File: src/rtl/pds_port_seq.sv
// Power-switch sequencer: staggers port turn-on through one shared inrush slot,
// qualifies power-good and converts debounced overcurrent into a timed off request.
module pds_port_seq #(
  parameter int NUM_PORTS  = 4,
  parameter int INRUSH_CYC = 16,
  parameter int FAULT_CYC  = 4,
  parameter int RETRY_CYC  = 64
) (
  input  logic                 clk,
  input  logic                 rst,
  input  logic [NUM_PORTS-1:0] on,
  input  logic [NUM_PORTS-1:0] oc,
  output logic [NUM_PORTS-1:0] gate_en,
  output logic [NUM_PORTS-1:0] pwr_good,
  output logic [NUM_PORTS-1:0] off,
  output logic                 busy
);

  localparam int RAMP_W = $clog2(INRUSH_CYC);
  localparam int DBC_W  = $clog2(FAULT_CYC + 1);
  localparam int COOL_W = $clog2(RETRY_CYC + 1);
  localparam logic [RAMP_W-1:0] RAMP_LAST  = RAMP_W'(INRUSH_CYC - 1);
  localparam logic [DBC_W-1:0]  FAULT_LAST = DBC_W'(FAULT_CYC - 1);
  localparam logic [COOL_W-1:0] COOL_LAST  = COOL_W'(RETRY_CYC - 1);

  typedef enum logic [1:0] {ST_IDLE, ST_RAMP, ST_ON, ST_FAULT} state_t;

  logic [NUM_PORTS-1:0] in_ramp;
  logic [NUM_PORTS-1:0] ramp_exit;
  logic [NUM_PORTS-1:0] want;
  logic [NUM_PORTS-1:0] grant;
  logic [RAMP_W-1:0]    ramp_cnt_reg;
  logic                 ramp_done;
  logic                 slot_free;
  logic                 busy_reg;

  assign ramp_done = (ramp_cnt_reg == RAMP_LAST);
  // The slot counts as free on the same edge the current owner leaves RAMP.
  assign slot_free = ~|(in_ramp & ~ramp_exit);

  always_comb begin
    logic found;
    grant = '0;
    found = 1'b0;
    for (int i = 0; i < NUM_PORTS; i++) begin
      if (slot_free && want[i] && !found) begin
        grant[i] = 1'b1;
        found    = 1'b1;
      end
    end
  end

  always_ff @(posedge clk or posedge rst) begin
    if (rst) begin
      ramp_cnt_reg <= '0;
      busy_reg     <= 1'b0;
    end else begin
      if (|(in_ramp & ~ramp_exit))
        ramp_cnt_reg <= ramp_cnt_reg + 1'b1;
      else
        ramp_cnt_reg <= '0;
      busy_reg <= |in_ramp;
    end
  end

  assign busy = busy_reg;

  generate
    for (genvar gi = 0; gi < NUM_PORTS; gi++) begin : g_port
      state_t            state_reg;
      logic [DBC_W-1:0]  dbc_reg;
      logic [COOL_W-1:0] cool_reg;
      logic              gate_reg;
      logic              good_reg;
      logic              off_reg;

      assign in_ramp[gi]   = (state_reg == ST_RAMP);
      assign ramp_exit[gi] = in_ramp[gi] & (~on[gi] | ramp_done);
      assign want[gi]      = (state_reg == ST_IDLE) & on[gi];

      always_ff @(posedge clk or posedge rst) begin
        if (rst) begin
          state_reg <= ST_IDLE;
          dbc_reg   <= '0;
          cool_reg  <= '0;
          gate_reg  <= 1'b0;
          good_reg  <= 1'b0;
          off_reg   <= 1'b0;
        end else begin
          case (state_reg)
            ST_IDLE: begin
              if (grant[gi]) state_reg <= ST_RAMP;
            end
            ST_RAMP: begin
              dbc_reg <= '0;
              if (!on[gi])        state_reg <= ST_IDLE;
              else if (ramp_done) state_reg <= ST_ON;
            end
            ST_ON: begin
              // Fault takes priority over a simultaneous disable.
              if (oc[gi] && dbc_reg == FAULT_LAST) begin
                state_reg <= ST_FAULT;
                dbc_reg   <= '0;
                cool_reg  <= '0;
              end else if (!on[gi]) begin
                state_reg <= ST_IDLE;
                dbc_reg   <= '0;
              end else if (oc[gi]) begin
                dbc_reg <= dbc_reg + 1'b1;
              end else begin
                dbc_reg <= '0;
              end
            end
            ST_FAULT: begin
              if (cool_reg == COOL_LAST) begin
                state_reg <= ST_IDLE;
                cool_reg  <= '0;
              end else begin
                cool_reg <= cool_reg + 1'b1;
              end
            end
            default: state_reg <= ST_IDLE;
          endcase
          gate_reg <= (state_reg == ST_RAMP) || (state_reg == ST_ON);
          good_reg <= (state_reg == ST_ON);
          off_reg  <= (state_reg == ST_FAULT);
        end
      end

      assign gate_en[gi]  = gate_reg;
      assign pwr_good[gi] = good_reg;
      assign off[gi]      = off_reg;
    end
  endgenerate

endmodule

File: config.mk
export PLATFORM = sky130hd
export DESIGN_NAME = pds_port_seq
export DESIGN_NICKNAME = d
export VERILOG_FILES = /design/src/rtl/pds_port_seq.sv
export SDC_FILE = /design/constraint.sdc
export NUM_CORES = 1
export LEC_CHECK = 0
export ABC_AREA = 1
export BUFFER_PORTS_ARGS = -buffer_cell sky130_fd_sc_hd__buf_2
export CAP_MARGIN = 40
export CORE_ASPECT_RATIO = 0.5
export CORE_MARGIN = 4
export CORE_UTILIZATION = 55
export CTS_CLUSTER_DIAMETER = 200
export DETAILED_ROUTE_END_ITERATION = 8
export HOLD_SLACK_MARGIN = 0.08
export PLACE_DENSITY_LB_ADDON = 0.12
export SLEW_MARGIN = 0
export SYNTH_ARGS = -nofsm -noshare
export SYNTH_HDL_FRONTEND = slang
export SYNTH_SLANG_ARGS = --single-unit
File: constraint.sdc
create_clock -name clk -period 2.8 [get_ports clk]
set_clock_uncertainty 0.05 [all_clocks]
set_input_delay 0.14 -clock clk [delete_from_list [all_inputs] [get_ports clk]]
set_output_delay 0.14 -clock clk [all_outputs]
set_load 0.005 [all_outputs]
# Word level (Yosys, flattened, before mapping)
# Cells that the tools add are included.
# totals
word_cells	195
register_bits	65
output_inout_bits	13
inputBits	10
# op_classes
addsub	9
n_reduce_logical	41
bitwise	18
muxes	60
n_eq_ne	41
# op_table
op	count
7-bit two-way mux	8
7-bit case mux with 2 select lines	4
2-bit two-way mux	21
3-bit two-way mux	12
2-bit case mux with 4 select lines	4
7-bit by 1-bit adder with 7-bit output (second input constant)	4
7-bit by 6-bit == test with 1-bit output (second input constant)	4
2-bit != test (second input constant)	12
3-bit case mux with 2 select lines	4
2-bit == test (second input constant)	8
4-bit AND reduction	4
2-bit nonzero test	8
3-bit by 1-bit adder with 3-bit output (second input constant)	4
3-bit by 2-bit == test with 1-bit output (second input constant)	4
3-bit by 2-bit != test with 1-bit output (second input constant)	4
3-bit != test (second input constant)	4
1-bit logical AND	11
1-bit bitwise AND	8
2-bit by 1-bit == test with 1-bit output (second input constant)	4
2-bit zero test	4
2-bit AND reduction	4
4-bit OR reduction	2
1-bit two-way mux	6
4-bit by 1-bit adder with 4-bit output (second input constant)	1
8 further kinds	20

# Logic depth before layout (Yosys ltp)
# logic_depth
ltp_word	20
ltp_mapped	12
ltp_nobuf	12

# Worst setup path before layout
# OpenSTA, ideal clock, no wires.
# synth_path
kind	reg2reg
startpoint	reg g_port[1].state_reg[1]
endpoint	reg g_port[0].state_reg[1]
setup_slack_ns	1.236
path_stages_with_launch	13
synth_period_minus_slack_ns	1.564
setup_time_ns	0.117
arrival_time_ns	1.396
path_buffers	0
required_time_ns	2.633
path_cell_list	dfrtp_1 inv_1 ha_1 nand2_1 clkinv_1 nand2_1 nand2_2 nor2_4 nand3_1 nand2_2 nand2_2 nand2_1 o21ai_2
# synth_via
elab_chain_cells	10
# synth_rtl
item	line	source
from (decl)	70	state_t state_reg;
from (signal assigned)	83	state_reg <= ST_IDLE;
from (signal assigned)	92	if (grant[gi]) state_reg <= ST_RAMP;
from (signal assigned)	96	if (!on[gi]) state_reg <= ST_IDLE;
2-bit by 1-bit == test with 1-bit output (*)	77	assign in_ramp[gi] = (state_reg == ST_RAMP);
1-bit bitwise AND	78	assign ramp_exit[gi] = in_ramp[gi] & (~on[gi] | ramp_done);
4-bit NOT	39	assign slot_free = ~|(in_ramp & ~ramp_exit);
4-bit bitwise AND (*)	39	
4-bit OR reduction (*)	39	
1-bit zero test (*)	39	
1-bit logical AND (*)	46	if (slot_free && want[i] && !found) begin
1-bit two-way mux (*)	46	
2-bit != test (no line) (*)	n/a	
4-bit AND reduction (no line) (*)	n/a	
to (signal assigned)	83	
to (signal assigned)	92	
to (signal assigned)	96	
to (decl)	70	
# Mark *: on every way between the ends. The rest lies on a longest branch, timed or not.
# A chain may end at the register's enable or synchronous reset.

# Worst setup path after layout
# layout_path
startpoint	reg g_port[2].state_reg[0]
endpoint	reg g_port[2].cool_reg[5]
# layout_via
elab_chain_cells	3
word_cells_on_any_way	6
cone_classes	eq/ne: 3; mux: 1; reduce/logical: 2
# layout_rtl
item	line	source
from (decl)	70	
from (signal assigned)	83	
from (signal assigned)	92	
from (signal assigned)	96	
2-bit == test	90	case (state_reg)
2-bit != test (no line) / 2-bit nonzero test (equally long branches)	n/a	
2-bit AND reduction (no line)	n/a	
to (signal assigned)	119	cool_reg <= cool_reg + 1'b1;
to (decl)	72	logic [COOL_W-1:0] cool_reg;
# Several ways; a longest one is shown, not always the timed one.

==> impl_metrics.yaml <==
status:
  status: "finished clean"
hold_path:
  whs_path_depth: 3
  worstHoldEndpoint: "g_port[0].dbc_reg[2]"
  min_from: "oc[0]"
  hp-class: "input pin to flip-flop"
sta:
  rsz0062_at_grt: "false"
  report.final.slew_viol_count: 0
  worst_pin_slew_ns: 0.8111
  setup_tns_ns: 0
  slew_headroom_pct: 45.93
  timing.fmax_mhz: 489.1
  min_period_over_period_pct: 73.02
  hold_viol_final: 0
  hold_ws_ns: 0.09717
  finalSetupViolCount: 0
  min_period_ns: 2.044
final_layout:
  fin_cells: 496
  final_nets: 444
  antenna_cells: 0
  largest_register_ffs: 28
  area_growth_pct: 12.63
  layout-drive-gt1-share_pct: 15.20
setup_path:
  reg2regPathDepth: 8
  worstPathMaxFanout: 12
  required_ns: 3.00
  crit_buf_inv: 1
  crit_chain: "inv_1 -> ha_1 -> nor2_1 -> a21oi_1 -> nand3_1 -> nor2_1 -> o21ai_0 -> a21oi_1"
  start_kind: "flip-flop"
  worstReg2RegEnd: "g_port[2].cool_reg[5]"
  rr_startpoint: "g_port[2].state_reg[0]"
  cp-startpoint: "g_port[2].state_reg[0]"
  cp_slowest_cell: "a21oi_1"
  critPathMaxStageDelay_ns: 0.56
  crit_type: "flip-flop to flip-flop"
  critPathTopFamily: "compound AO/OA/AOI/OAI gates"
  worstPathArrival_ns: 2.24
  regToRegSetupSlack_ns: 0.76
  critPathCaptureType: "flip-flop"
global_route:
  grt_max_degree: 66
  grt.total_usage_pct: 18.30
  grt_pass1_wl_mm: 11.21
  grt_antenna_before_repair: 0
  grt_pass1_vias: 2614
  grt-ovfl-total: 0
synth:
  ys_ff_latch: 65
  synthFlopType: "dfrtp_1"
  avgSynthCellArea_um2: 9.151
  synth_top_cell_by_area: "dfrtp_1"
  synthDistinctLibCells: 38
  synth_area_um2: 3468
  ys_warn_count: 0
  yosysSeqAreaShare_pct: 46.90
  synth_top_area_share_pct: 46.90
  synth_nets: 420
  async_flop_share_pct: 100.0
  synth_area_leaders: "dfrtp_1, ha_1, nand2_1"
  netlist_instances: 379
  synth_edf_count: 0
power:
  pwr-share-seq_pct: 36.5
  p_leak_nw: 1.935
  p_comb_share_pct: 33.6
  swShare_pct: 35.78
  clkPwrFrac_pct: 29.9
  ir_worst_vdd_mv: 0.4491
  power.internal_w: 0.002179
  power.density_nw_per_um2: 868.8
  switchingPower_w: 0.001214
clock_tree:
  post_cts_buffers: 0
  numCtsBuffers: 9
  clockRootBuffer: "clkbuf_16"
  path_clk_slew_ns: 0.05
  clkLatencyLatePin_ns: 0.33
  clockBufferDepth: 2
  cts_sinks: 65
  h-tree-depth: 3
  cts_tree: "done"
die:
  core_region_area_um2: 6081
  io_pins: 23
  die_h_um: 64.15
  std_cell_rows: 20
  initial_utilization_pct: 57.04
  dieArea_um2: 7718
  die_w_um: 120.3
routing:
  wl_per_cell_um: 12.40
  vias_per_cell: 5.107
  routed_wirelength_mm: 6.148
  ant_nets: 0
  dr.pass1.iters: 4
  via_count: 2533
  drt_iter0_markers: 153
  drc: 0
placed_design:
  dpl.cell_count: 477
  io_buffers: 22
  gp_congestion: 0.8075
  dp_hpwl_mm: 4.508
job:
  max-cap-violations: 0
logic make-up after synthesis:
logic type	after synthesis	share of synthesized area [%]
adder cells (fa/ha/maj)	31	11.18
XOR/XNOR	7	1.768
multiplexers	1	0.2886
AO/OA/AOI/OAI	53	9.379
AND/OR/NAND/NOR	155	21.90
flip-flops	65	46.90
buffers and inverters	67	8.586
per-layer routing:
| layer | track usage, % | routed length (µm) | vias to the layer above |
|---|---|---|---|
| met4 | 5.791 | 46 | 0 |
| met3 | 7.073 | 291 | 6 |
| met5 | 0 | 0 | - |
| met1 | 21.59 | 2786 | 1206 |
| li1 | - | - | 1284 |
| met2 | 31.17 | 3023 | 37 |
synthesized netlist by cell type (2+ instances only):
cell type and number:
nor2_1 19, ha_1 31, o32ai_1 2, nand2_2 9, nor3_1 5, a21boi_0 2, nand3b_1 2, nand4_1 4
inv_1 49, clkinv_1 3, a31oi_1 2, inv_2 2, nor3b_1 2, a21oi_1 16, nor2_4 3, nand3_2 2
buf_4 12, o21ai_2 4, nand3_1 40, o21ai_1 3, xor2_1 6, nand2_1 63, o22ai_1 9, o21ai_0 11
dfrtp_1 65
worst max path at each step:
| stage | to | slack, ns | cells past startpoint |
|---|---|---|---|
| after floorplan | busy | 0.98 | 1 |
| after global placement | g_port[2].cool_reg[5] | 0.90 | 8 |
| after detailed placement | g_port[2].cool_reg[5] | 0.78 | 8 |
| after CTS | g_port[2].cool_reg[5] | 0.77 | 8 |
| after global routing | g_port[2].cool_reg[5] | 0.45 | 8 |
| final | g_port[2].cool_reg[5] | 0.76 | 8 |
power groups by stage:
stage / logic (W) / clock network (W) / registers (W)
2_1_floorplan: 0.000945 / 0 / 0.00123
3_3_place_gp: 0.00108 / 0 / 0.00124
3_5_place_dp: 0.00114 / 0 / 0.00126
4_1_cts: 0.00115 / 0.00105 / 0.00124
5_1_grt: 0.00132 / 0.00109 / 0.00126
6_report: 0.00114 / 0.00101 / 0.00124
stage by stage:
| step | worst slack (ns) | total power [W] | util (%) | area [µm²] |
|---|---|---|---|---|
| 4_1_cts | 0.7736 | 0.003439 | 64.24 | 3906 |
| 2_1_floorplan | 0.9835 | 0.002174 | - | 3468 |
| 6_report | 0.7555 | 0.003394 | 64.24 | 3906 |
| 5_1_grt | 0.4520 | 0.003672 | 64.24 | 3906 |
| 3_3_place_gp | 0.8957 | 0.002325 | 59.22 | 3601 |
| 3_5_place_dp | 0.7762 | 0.002393 | 59.22 | 3601 |
cell usage in the layout, fill, tap and decap left out, types with 2 or more instances in the layout:
cell type | Yosys | final
nor2_4 | 3 | 3
inv_1 | 49 | 48
nor2_1 | 19 | 19
nand4_1 | 4 | 4
nand3b_1 | 2 | 2
clkbuf_1 | 0 | 2
o21ai_1 | 3 | 3
dfrtp_1 | 65 | 65
nor3_1 | 5 | 5
nor3b_1 | 2 | 2
clkinv_2 | 0 | 3
o21ai_2 | 4 | 4
clkinv_1 | 3 | 3
nand3_2 | 2 | 2
a21boi_0 | 2 | 2
buf_2 | 1 | 22
dlygate4sd3_1 | 0 | 3
nand2_1 | 63 | 63
o21ai_0 | 11 | 11
a21oi_1 | 16 | 16
clkbuf_8 | 0 | 2
inv_2 | 2 | 3
o22ai_1 | 9 | 9
nand2_2 | 9 | 9
xor2_1 | 6 | 6
clkbuf_16 | 0 | 9
o32ai_1 | 2 | 2
nand3_1 | 40 | 40
ha_1 | 31 | 31
a31oi_1 | 2 | 2
layout make-up:
class	count	area (µm²)
Clock buffer	13	260.3
Clock inverter	3	15.01
Fill cell	496	2175
Inverter	54	202.7
Multi-Input combinational cell	247	1544
Sequential cell	65	1627
Tap cell	88	110.1
Timing Repair Buffer	26	147.6
worst reg2reg max path, cell delays in order (launching register included):
cell and delay, ns:
dfrtp_1 0.40, inv_1 0.09, ha_1 0.22, nor2_1 0.07
a21oi_1 0.56, nand3_1 0.19, nor2_1 0.17, o21ai_0 0.10
a21oi_1 0.12
what timing repair did:
item / CTS / global route
gates resized for setup: 0 / 0
endpoints found under the hold margin: 69 / 0
hold buffers: 3 / 0
Power figures use the tool's default switching activity.
